--- src/rtl/bouncer_ball.sv ---
// Ball-motion engine: serves the ball, moves it on divided ticks, reflects
// off the walls and the paddle face, and counts paddle hits and misses.
module bouncer_ball #(
  parameter int DIV_BITS    = 17,
  parameter int H_RES       = 640,
  parameter int V_RES       = 480,
  parameter int BALL_SIZE   = 8,
  parameter int STEP        = 4,
  parameter int PADDLE_X    = 20,
  parameter int PADDLE_W    = 4,
  parameter int PADDLE_LEN  = 60,
  parameter int START_X     = 320,
  parameter int START_Y     = 240,
  parameter int SERVE_TICKS = 2
) (
  input  logic       clk,
  input  logic       rst_n,
  input  logic [9:0] linea_y,
  output logic [9:0] ball_x,
  output logic [9:0] ball_y,
  output logic       active,
  output logic       hit,
  output logic       miss,
  output logic [7:0] hit_count,
  output logic [3:0] miss_count
);

  localparam int SC_W = (SERVE_TICKS < 2) ? 1 : $clog2(SERVE_TICKS + 1);

  localparam logic [10:0] BS_W   = 11'(BALL_SIZE);
  localparam logic [10:0] STEP_W = 11'(STEP);
  localparam logic [10:0] H_W    = 11'(H_RES);
  localparam logic [10:0] V_W    = 11'(V_RES);
  localparam logic [10:0] FACE_W = 11'(PADDLE_X + PADDLE_W);
  localparam logic [10:0] PLEN_W = 11'(PADDLE_LEN);

  localparam logic [9:0] STEP_P  = 10'(STEP);
  localparam logic [9:0] FACE_P  = 10'(PADDLE_X + PADDLE_W);
  localparam logic [9:0] X_MAX_P = 10'(H_RES - BALL_SIZE);
  localparam logic [9:0] Y_MAX_P = 10'(V_RES - BALL_SIZE);
  localparam logic [9:0] SX_P    = 10'(START_X);
  localparam logic [9:0] SY_P    = 10'(START_Y);

  typedef enum logic [1:0] {
    ST_SERVE = 2'd0,
    ST_RUN   = 2'd1,
    ST_MISS  = 2'd2
  } state_t;

  state_t              state_q, state_d;
  logic [DIV_BITS-1:0] div_q, div_d;
  logic [SC_W-1:0]     serve_cnt_q, serve_cnt_d;
  logic [9:0]          ball_x_q, ball_x_d;
  logic [9:0]          ball_y_q, ball_y_d;
  logic                dir_x_q, dir_x_d;   // 1 = right
  logic                dir_y_q, dir_y_d;   // 1 = down
  logic                hit_q, hit_d;
  logic                miss_q, miss_d;
  logic                active_q, active_d;
  logic [7:0]          hit_count_q, hit_count_d;
  logic [3:0]          miss_count_q, miss_count_d;

  logic                tick_s;
  logic [10:0]         bx_s, by_s, ly_s;
  logic [9:0]          x_nxt_s, y_nxt_s;
  logic                x_dir_s, y_dir_s;
  logic                x_hit_s, x_miss_s;
  logic                overlap_s;

  assign tick_s    = &div_q;
  assign bx_s      = {1'b0, ball_x_q};
  assign by_s      = {1'b0, ball_y_q};
  assign ly_s      = {1'b0, linea_y};
  assign overlap_s = (by_s + BS_W > ly_s) && (by_s < ly_s + PLEN_W);

  // Candidate per-axis move for a RUN tick; both axes resolve independently.
  always_comb begin
    y_nxt_s  = ball_y_q;
    y_dir_s  = dir_y_q;
    x_nxt_s  = ball_x_q;
    x_dir_s  = dir_x_q;
    x_hit_s  = 1'b0;
    x_miss_s = 1'b0;

    if (dir_y_q) begin
      if (by_s + BS_W + STEP_W >= V_W) begin
        y_nxt_s = Y_MAX_P;
        y_dir_s = 1'b0;
      end else begin
        y_nxt_s = ball_y_q + STEP_P;
      end
    end else begin
      if (by_s < STEP_W) begin
        y_nxt_s = 10'd0;
        y_dir_s = 1'b1;
      end else begin
        y_nxt_s = ball_y_q - STEP_P;
      end
    end

    if (dir_x_q) begin
      if (bx_s + BS_W + STEP_W >= H_W) begin
        x_nxt_s = X_MAX_P;
        x_dir_s = 1'b0;
      end else begin
        x_nxt_s = ball_x_q + STEP_P;
      end
    end else if ((bx_s >= FACE_W) && (bx_s < FACE_W + STEP_W)) begin
      // Paddle crossing wins over the wall; a non-overlap slips behind it.
      if (overlap_s) begin
        x_nxt_s = FACE_P;
        x_dir_s = 1'b1;
        x_hit_s = 1'b1;
      end else begin
        x_nxt_s = ball_x_q - STEP_P;
      end
    end else if (bx_s < STEP_W) begin
      x_miss_s = 1'b1;
    end else begin
      x_nxt_s = ball_x_q - STEP_P;
    end
  end

  // Next-state and output decode; ball state advances only on tick.
  always_comb begin
    state_d      = state_q;
    div_d        = div_q + DIV_BITS'(1);
    serve_cnt_d  = serve_cnt_q;
    ball_x_d     = ball_x_q;
    ball_y_d     = ball_y_q;
    dir_x_d      = dir_x_q;
    dir_y_d      = dir_y_q;
    hit_d        = 1'b0;
    miss_d       = 1'b0;
    hit_count_d  = hit_count_q;
    miss_count_d = miss_count_q;

    if (tick_s) begin
      case (state_q)
        ST_SERVE: begin
          if (serve_cnt_q == SC_W'(SERVE_TICKS - 1)) begin
            state_d = ST_RUN;
          end else begin
            serve_cnt_d = serve_cnt_q + SC_W'(1);
          end
        end
        ST_RUN: begin
          if (x_miss_s) begin
            miss_d  = 1'b1;
            state_d = ST_MISS;
            if (miss_count_q != 4'hF) begin
              miss_count_d = miss_count_q + 4'd1;
            end else begin
              miss_count_d = miss_count_q;
            end
          end else begin
            ball_x_d = x_nxt_s;
            ball_y_d = y_nxt_s;
            dir_x_d  = x_dir_s;
            dir_y_d  = y_dir_s;
            hit_d    = x_hit_s;
            if (x_hit_s && (hit_count_q != 8'hFF)) begin
              hit_count_d = hit_count_q + 8'd1;
            end else begin
              hit_count_d = hit_count_q;
            end
          end
        end
        ST_MISS: begin
          ball_x_d    = SX_P;
          ball_y_d    = SY_P;
          dir_x_d     = 1'b1;
          serve_cnt_d = '0;
          state_d     = ST_SERVE;
        end
        default: begin
          state_d = ST_SERVE;
        end
      endcase
    end else begin
      state_d = state_q;
    end

    active_d = (state_d == ST_RUN);
  end

  // State and output registers.
  always_ff @(posedge clk or negedge rst_n) begin
    if (!rst_n) begin
      state_q      <= ST_SERVE;
      div_q        <= '0;
      serve_cnt_q  <= '0;
      ball_x_q     <= SX_P;
      ball_y_q     <= SY_P;
      dir_x_q      <= 1'b1;
      dir_y_q      <= 1'b1;
      hit_q        <= 1'b0;
      miss_q       <= 1'b0;
      active_q     <= 1'b0;
      hit_count_q  <= 8'd0;
      miss_count_q <= 4'd0;
    end else begin
      state_q      <= state_d;
      div_q        <= div_d;
      serve_cnt_q  <= serve_cnt_d;
      ball_x_q     <= ball_x_d;
      ball_y_q     <= ball_y_d;
      dir_x_q      <= dir_x_d;
      dir_y_q      <= dir_y_d;
      hit_q        <= hit_d;
      miss_q       <= miss_d;
      active_q     <= active_d;
      hit_count_q  <= hit_count_d;
      miss_count_q <= miss_count_d;
    end
  end

  assign ball_x     = ball_x_q;
  assign ball_y     = ball_y_q;
  assign active     = active_q;
  assign hit        = hit_q;
  assign miss       = miss_q;
  assign hit_count  = hit_count_q;
  assign miss_count = miss_count_q;

endmodule

--- config.mk ---
export PLATFORM = sky130hd
export DESIGN_NAME = bouncer_ball
export DESIGN_NICKNAME = d
export VERILOG_FILES = /design/src/rtl/bouncer_ball.sv
export SDC_FILE = /design/constraint.sdc
export NUM_CORES = 1
export LEC_CHECK = 0
export ABC_AREA = 1
export BUFFER_PORTS_ARGS = -buffer_cell sky130_fd_sc_hd__buf_2
export CAP_MARGIN = 20
export CORE_MARGIN = 3
export CORE_UTILIZATION = 30
export DETAILED_ROUTE_END_ITERATION = 16
export GPL_ROUTABILITY_DRIVEN = 0
export PLACE_DENSITY = 0.43
export SLEW_MARGIN = 20
export SYNTH_ARGS = -nofsm -noshare
export SYNTH_HDL_FRONTEND = slang
export SYNTH_SLANG_ARGS = --single-unit
--- constraint.sdc ---
create_clock -name clk -period 2.9 [get_ports clk]
set_input_delay 0.29 -clock clk [delete_from_list [all_inputs] [get_ports clk]]
set_output_delay 0.29 -clock clk [all_outputs]
set_load 0.03 [all_outputs]
# Yosys cells after proc, flatten, opt, wreduce, memory -nomap -nowiden

Index checks and enable logic that the tools add are counted.

Flip-flop bits (word level): 58
Output and inout bits: 35
Word-level logic and storage cells: 93

Add/sub/neg operators: 13
$lt $le $gt $ge: 8
Eq/ne operators: 9
Muxes and demuxes: 37
Bitwise logic cells: 1
Reduce and logical (&&, ||, !) cells: 13

Operators by type and width:

| operator                | count |
|---|---|
| $mux W10                | 10 |
| $reduce_and A20 Y1      | 3 |
| $reduce_and A19 Y1      | 3 |
| $pmux W10 S2            | 2 |
| $add A10 B4 Y11 const B | 2 |
| $add A11 B3 Y11 const B | 2 |
| $add A10 B3 Y10 const B | 2 |
| $lt A10 B3 Y1 const B   | 2 |
| $sub A10 B3 Y10 const B | 2 |
| $mux W1                 | 18 |
| $add A17 B1 Y17 const B | 1 |
| $reduce_and A17 Y1      | 1 |
| $add A10 B6 Y11 const B | 1 |
| $ge A11 B10 Y1 const B  | 1 |
| $ge A11 B9 Y1 const B   | 1 |
| $gt A11 B10 Y1          | 1 |
| $lt A10 B11 Y1          | 1 |
| $ge A10 B5 Y1 const B   | 1 |
| $lt A10 B5 Y1 const B   | 1 |
| $add A8 B1 Y8 const B   | 1 |
| $mux W2                 | 4 |
| $ne A4 B4 Y1 const B    | 2 |
| $ne A8 B8 Y1 const B    | 1 |
| $pmux W2 S2             | 2 |
| 10 further kinds        | 16 |

# Depth between registers and ports, before layout

Depth after elaboration: 9
Gate-level depth with buffers: 19

# Worst setup path before layout

OpenSTA, ideal clock, no wires.

Kind: register to register
Start point: register ball_y_q[7] (netlist: ball_y[7])
End point: register hit_count_q[5] (netlist: hit_count[5])
Setup time: 121 ps
Data arrival time: 2474 ps
Data required time: 2779 ps
Slack: 305 ps
Cell stages (with the launch flop): 19
Path through: dfstp_2 -> buf_2 -> nand2_1 -> inv_1 -> nand3_1 -> nand2_1 -> nand2_1 -> ha_1 -> nand2_1 -> inv_1 -> nand2_2 -> nor2_1 -> nor3b_2 -> nand2_2 -> nor2_8 -> nand3_4 -> buf_6 -> nand2_2 -> o21ai_2

Word-level cells in the longest chain between the ends: 8
Elaborated cells between the ends (all ways): 9

Ends and longest elaborated chain:

| element                        | line | text |
|---|---|---|
| start: declaration             | 54   | `logic [9:0] ball_y_q, ball_y_d;` |
| start signal: assignment       | 207  | `ball_y_q <= ball_y_d;` |
| $add A10 B4 Y11                | 74   | `assign overlap_s = (by_s + BS_W > ly_s) && (by_s < ly_s + PLEN_W);` |
| $gt A11 B10 Y1                 | 74   |  |
| $logic_and A1 B1 Y1 *          | 74   |  |
| $mux W1 *                      | 110  | `if (overlap_s) begin` |
| $mux W1 *                      | 108  | `end else if ((bx_s >= FACE_W) && (bx_s < FACE_W + STEP_W)) begin` |
| $mux W1 *                      | 101  | `if (dir_x_q) begin` |
| $logic_and A1 B1 Y1 *          | 162  | `if (x_hit_s && (hit_count_q != 8'hFF)) begin` |
| $reduce_and A20 Y1 (no line) * | -    |  |
| end signal: assignment         | 213  | `hit_count_q <= hit_count_d;` |
| end: declaration               | 60   | `logic [7:0] hit_count_q, hit_count_d;` |

Mark *: on every way between the ends. The rest lies on a longest branch, timed or not.
A chain may end at the register's enable or synchronous reset.

# Final worst setup path

Start point: register ball_y_q[4] (netlist: ball_y[4])
End point: register hit_count_q[7] (netlist: hit_count[7])

The elaborated chain is that of the path after synthesis.

==> flow_metrics.py <==
metrics = {
    "clock_tree": {
        "htreeDepth": 2,
        "cts_buffer_depth": 2,
        "clockRootBuffer": "clkbuf_16",
        "insertion_delay_ps": 300,
        "cts_tree": "yes",
        "clk_pin_slew_ps": 70,
        "clock_sinks": 54,
        "hold_buffers": 0,
        "cts-buffers-inserted": 5,
    },
    "yosys": {
        "yosysWarnings": 0,
        "synth_area_leader_cell": "dfrtp_1",
        "seq_area_frac_synth_pct": 32.28,
        "async_reset_ff_share_pct": 100.0,
        "synth_area_leaders": "dfrtp_1, nand2_1, ha_1, xor2_1, inv_1",
        "ys_seq_elements": 54,
        "synth_top_area_share_pct": 27.29,
        "syn_avg_cell_area_um2": 7.669,
        "synth_edf_count": 0,
        "syn_inst": 550,
        "yosysUniqueCellTypes": 49,
        "synth_most_common_cell": "nand2_1",
        "synth_ff_type": "dfrtp_1",
        "netlist_area_um2": 4218,
        "netlist_top_cells_count": "nand2_1, inv_1, nor2_1, dfrtp_1, ha_1",
    },
    "timing": {
        "rsz0062_at_grt": "no",
        "finalHoldViolCount": 0,
        "max_freq_ghz": 0.3703,
        "hold_slack_ps": 145.5,
        "worst_slew_pin_slew_ps": 730.1,
        "timing.setup.tns_ps": 0,
        "relSlewSlack_pct": 51.33,
        "finalSetupViolations": 0,
        "fin_skew_ps": 8.687,
        "period_share_pct": 93.13,
        "drv_slew": 0,
        "finalCriticalPeriod_ps": 2701,
    },
    "drt": {
        "drtIter0Drc": 145,
        "wl_per_cell_um": 13.29,
        "routed_wl_um": 10340,
        "via_count": 3630,
        "drtAntennaViolNets": 0,
        "drt_pre_antenna_iters": 4,
        "routed_via_density": 4.666,
        "drc": 0,
    },
    "floorplanning": {
        "dieArea_um2": 15520,
        "die_height_um": 124.6,
        "initial_core_util_pct": 31.23,
        "core-area_um2": 13510,
        "die_x_um": 124.6,
        "num_io_pins": 47,
        "num_rows": 42,
    },
    "finish": {
        "syn_to_final_growth_pct": 14.80,
        "n_antenna_cell": 0,
        "drive_gt1_share_pct": 19.77,
        "fin_nets": 646,
    },
    "global_routing": {
        "grt_pass1_vias": 3585,
        "grt_pass1_wl_um": 17620,
        "grt_usage_pct": 13.53,
        "grt_start_max_net_pins": 55,
        "antenna_found_initial": 0,
        "grt.overflow.total": 0,
    },
    "critical_path": {
        "critical_path.max_fanout": 8,
        "cp.arrival_ps": 2880,
        "critPathKind": "flip-flop to flip-flop",
        "worstSetupStartpointType": "flip-flop",
        "worstSetupEndpointType": "flip-flop",
        "cp_data_required_time_ps": 3080,
    },
    "power": {
        "peakVddDrop_mv": 0.1918,
        "power_density_nw_per_um2": 299.1,
        "leakagePower_nw": 2.469,
    },
    "job": {
        "maxCapViolations": 0,
    },
    "worst_hold_path": {
        "hold_path.class": "input pin to asynchronous set/reset pin",
    },
    "run_status": {
        "outcome": "completed",
    },
    "placed_design": {
        "portBuffers": 42,
        "hpwl_um": 7817,
    },
}
==> state kept, by name, indices dropped and copies added, names as in the netlist <==
signal and flops:
hit_count 8, dir_x_q 1, dir_y_q 1, state_q 2, ball_x 8, hit 1, miss_count 4, div_q 17
ball_y 8, active 1, serve_cnt_q 2, miss 1
==> metrics by stage <==
| stage | std cells | total power [W] | util, % | cell area (um^2) | setup WS, ps |
|---|---|---|---|---|---|
| 2_1_floorplan | 553 | 0.0008095 | - | 4229 | 304.5 |
| 3_5_place_dp | 766 | 0.0008416 | 34.39 | 4644 | 78.31 |
| 6_report | 778 | 0.001448 | 35.85 | 4842 | 199.2 |
| 4_1_cts | 774 | 0.001477 | 35.48 | 4792 | 56.94 |
| 3_3_place_gp | 766 | 0.0008405 | 34.39 | 4644 | 39.16 |
| 5_1_grt | 778 | 0.001515 | 35.85 | 4842 | 4.682 |
==> kinds of logic (layout without fill, tap and decap cells) <==
kind of cell	count (synthesis)	after routing	synth area share [%]
buffers and inverters	86	134	8.484
AO/OA/AOI/OAI	54	54	7.861
multiplexers	1	1	0.2670
flip-flops	54	54	32.28
other	1	4	0.08891
AND/OR/NAND/NOR	273	274	31.27
XOR/XNOR	48	48	9.967
adder cells (fa/ha/maj)	33	33	9.789
==> final timing paths <==
path                           start      endpoint  slack (ps)  depth (start not counted)
max reg2reg                ball_y[4]  hit_count[7]         200                         15
min                            rst_n  hit_count[5]         150                          2
min in group clk            div_q[0]      div_q[0]         470                          1
min reg2reg                 div_q[0]      div_q[0]         470                          1
max in group asynchronous      rst_n      div_q[6]        2280                          2
max                        ball_y[4]  hit_count[7]         200                         15
==> layout by cell type (no fill, tap or decap), types with 2 or more instances in the layout <==
master,Yosys,routed
conb_1,1,4
nand3_2,5,5
clkbuf_16,0,5
o21ai_2,7,7
inv_2,10,10
nand4_1,16,16
nand2_2,8,8
nor3_1,9,9
buf_2,6,42
xor2_1,32,31
clkinv_1,3,3
nand3b_1,4,4
xnor2_1,16,16
o21ai_0,17,17
o211ai_1,4,4
nor3b_1,2,2
o31ai_1,3,3
ha_1,33,32
nor2_4,2,2
nor2_1,51,51
nand3_1,32,32
dfstp_2,8,8
clkinv_2,1,2
buf_4,5,13
nor2_2,3,3
nor3_4,2,2
nand3_4,1,2
dfrtp_1,46,46
o21ai_1,5,5
a21oi_1,11,11
inv_1,57,57
nand2_1,129,129
nor3_2,2,2
==> worst max-delay path: stages (launching register included) <==
cell,delay (ps)
dfstp_2,610
buf_4,150
inv_2,50
ha_1,320
ha_1,310
nand2_1,50
nor2_1,130
o21ai_0,110
nand3_1,100
nand2_1,70
nand2_1,90
nand2_2,100
nor2_8,170
nand3_4,160
nand2_1,110
o21ai_2,50
==> timing repair <==
action | CTS | global route
buffers inserted | 0 | 3
setup endpoints to repair | 0 | 8
endpoints found under the hold margin | 0 | 0
resized for setup | 0 | 3
==> final cells by class <==
type / count / area, um^2
Multi-Input combinational cell: 414 / 2537
Fill cell: 1441 / 8663
Clock inverter: 1 / 5.005
Tap cell: 176 / 220.2
Timing Repair Buffer: 55 / 307.8
Inverter: 71 / 267.8
Sequential cell: 54 / 1361
Clock buffer: 7 / 142.6
==> report_power, final <==
part | switching, W | leakage [nW] | internal [W] | total, W
Clock | 0.000278 | 0.0739 | 0.000344 | 0.000622
Combinational | 0.0000507 | 1.70 | 0.0000221 | 0.0000729
Sequential | 0 | 0.695 | 0.000753 | 0.000753
==> routing by layer <==
metal	track usage [%]	routed length [um]	up-vias	part of all wire (%)
li1	-	-	1864	-
met5	0	0	-	0
met1	18.49	5140	1707	50
met3	2.273	298	13	2.9
met4	3.611	136	0	1.3
met2	22.17	4764	46	46
(Power assumes the default switching activity.)
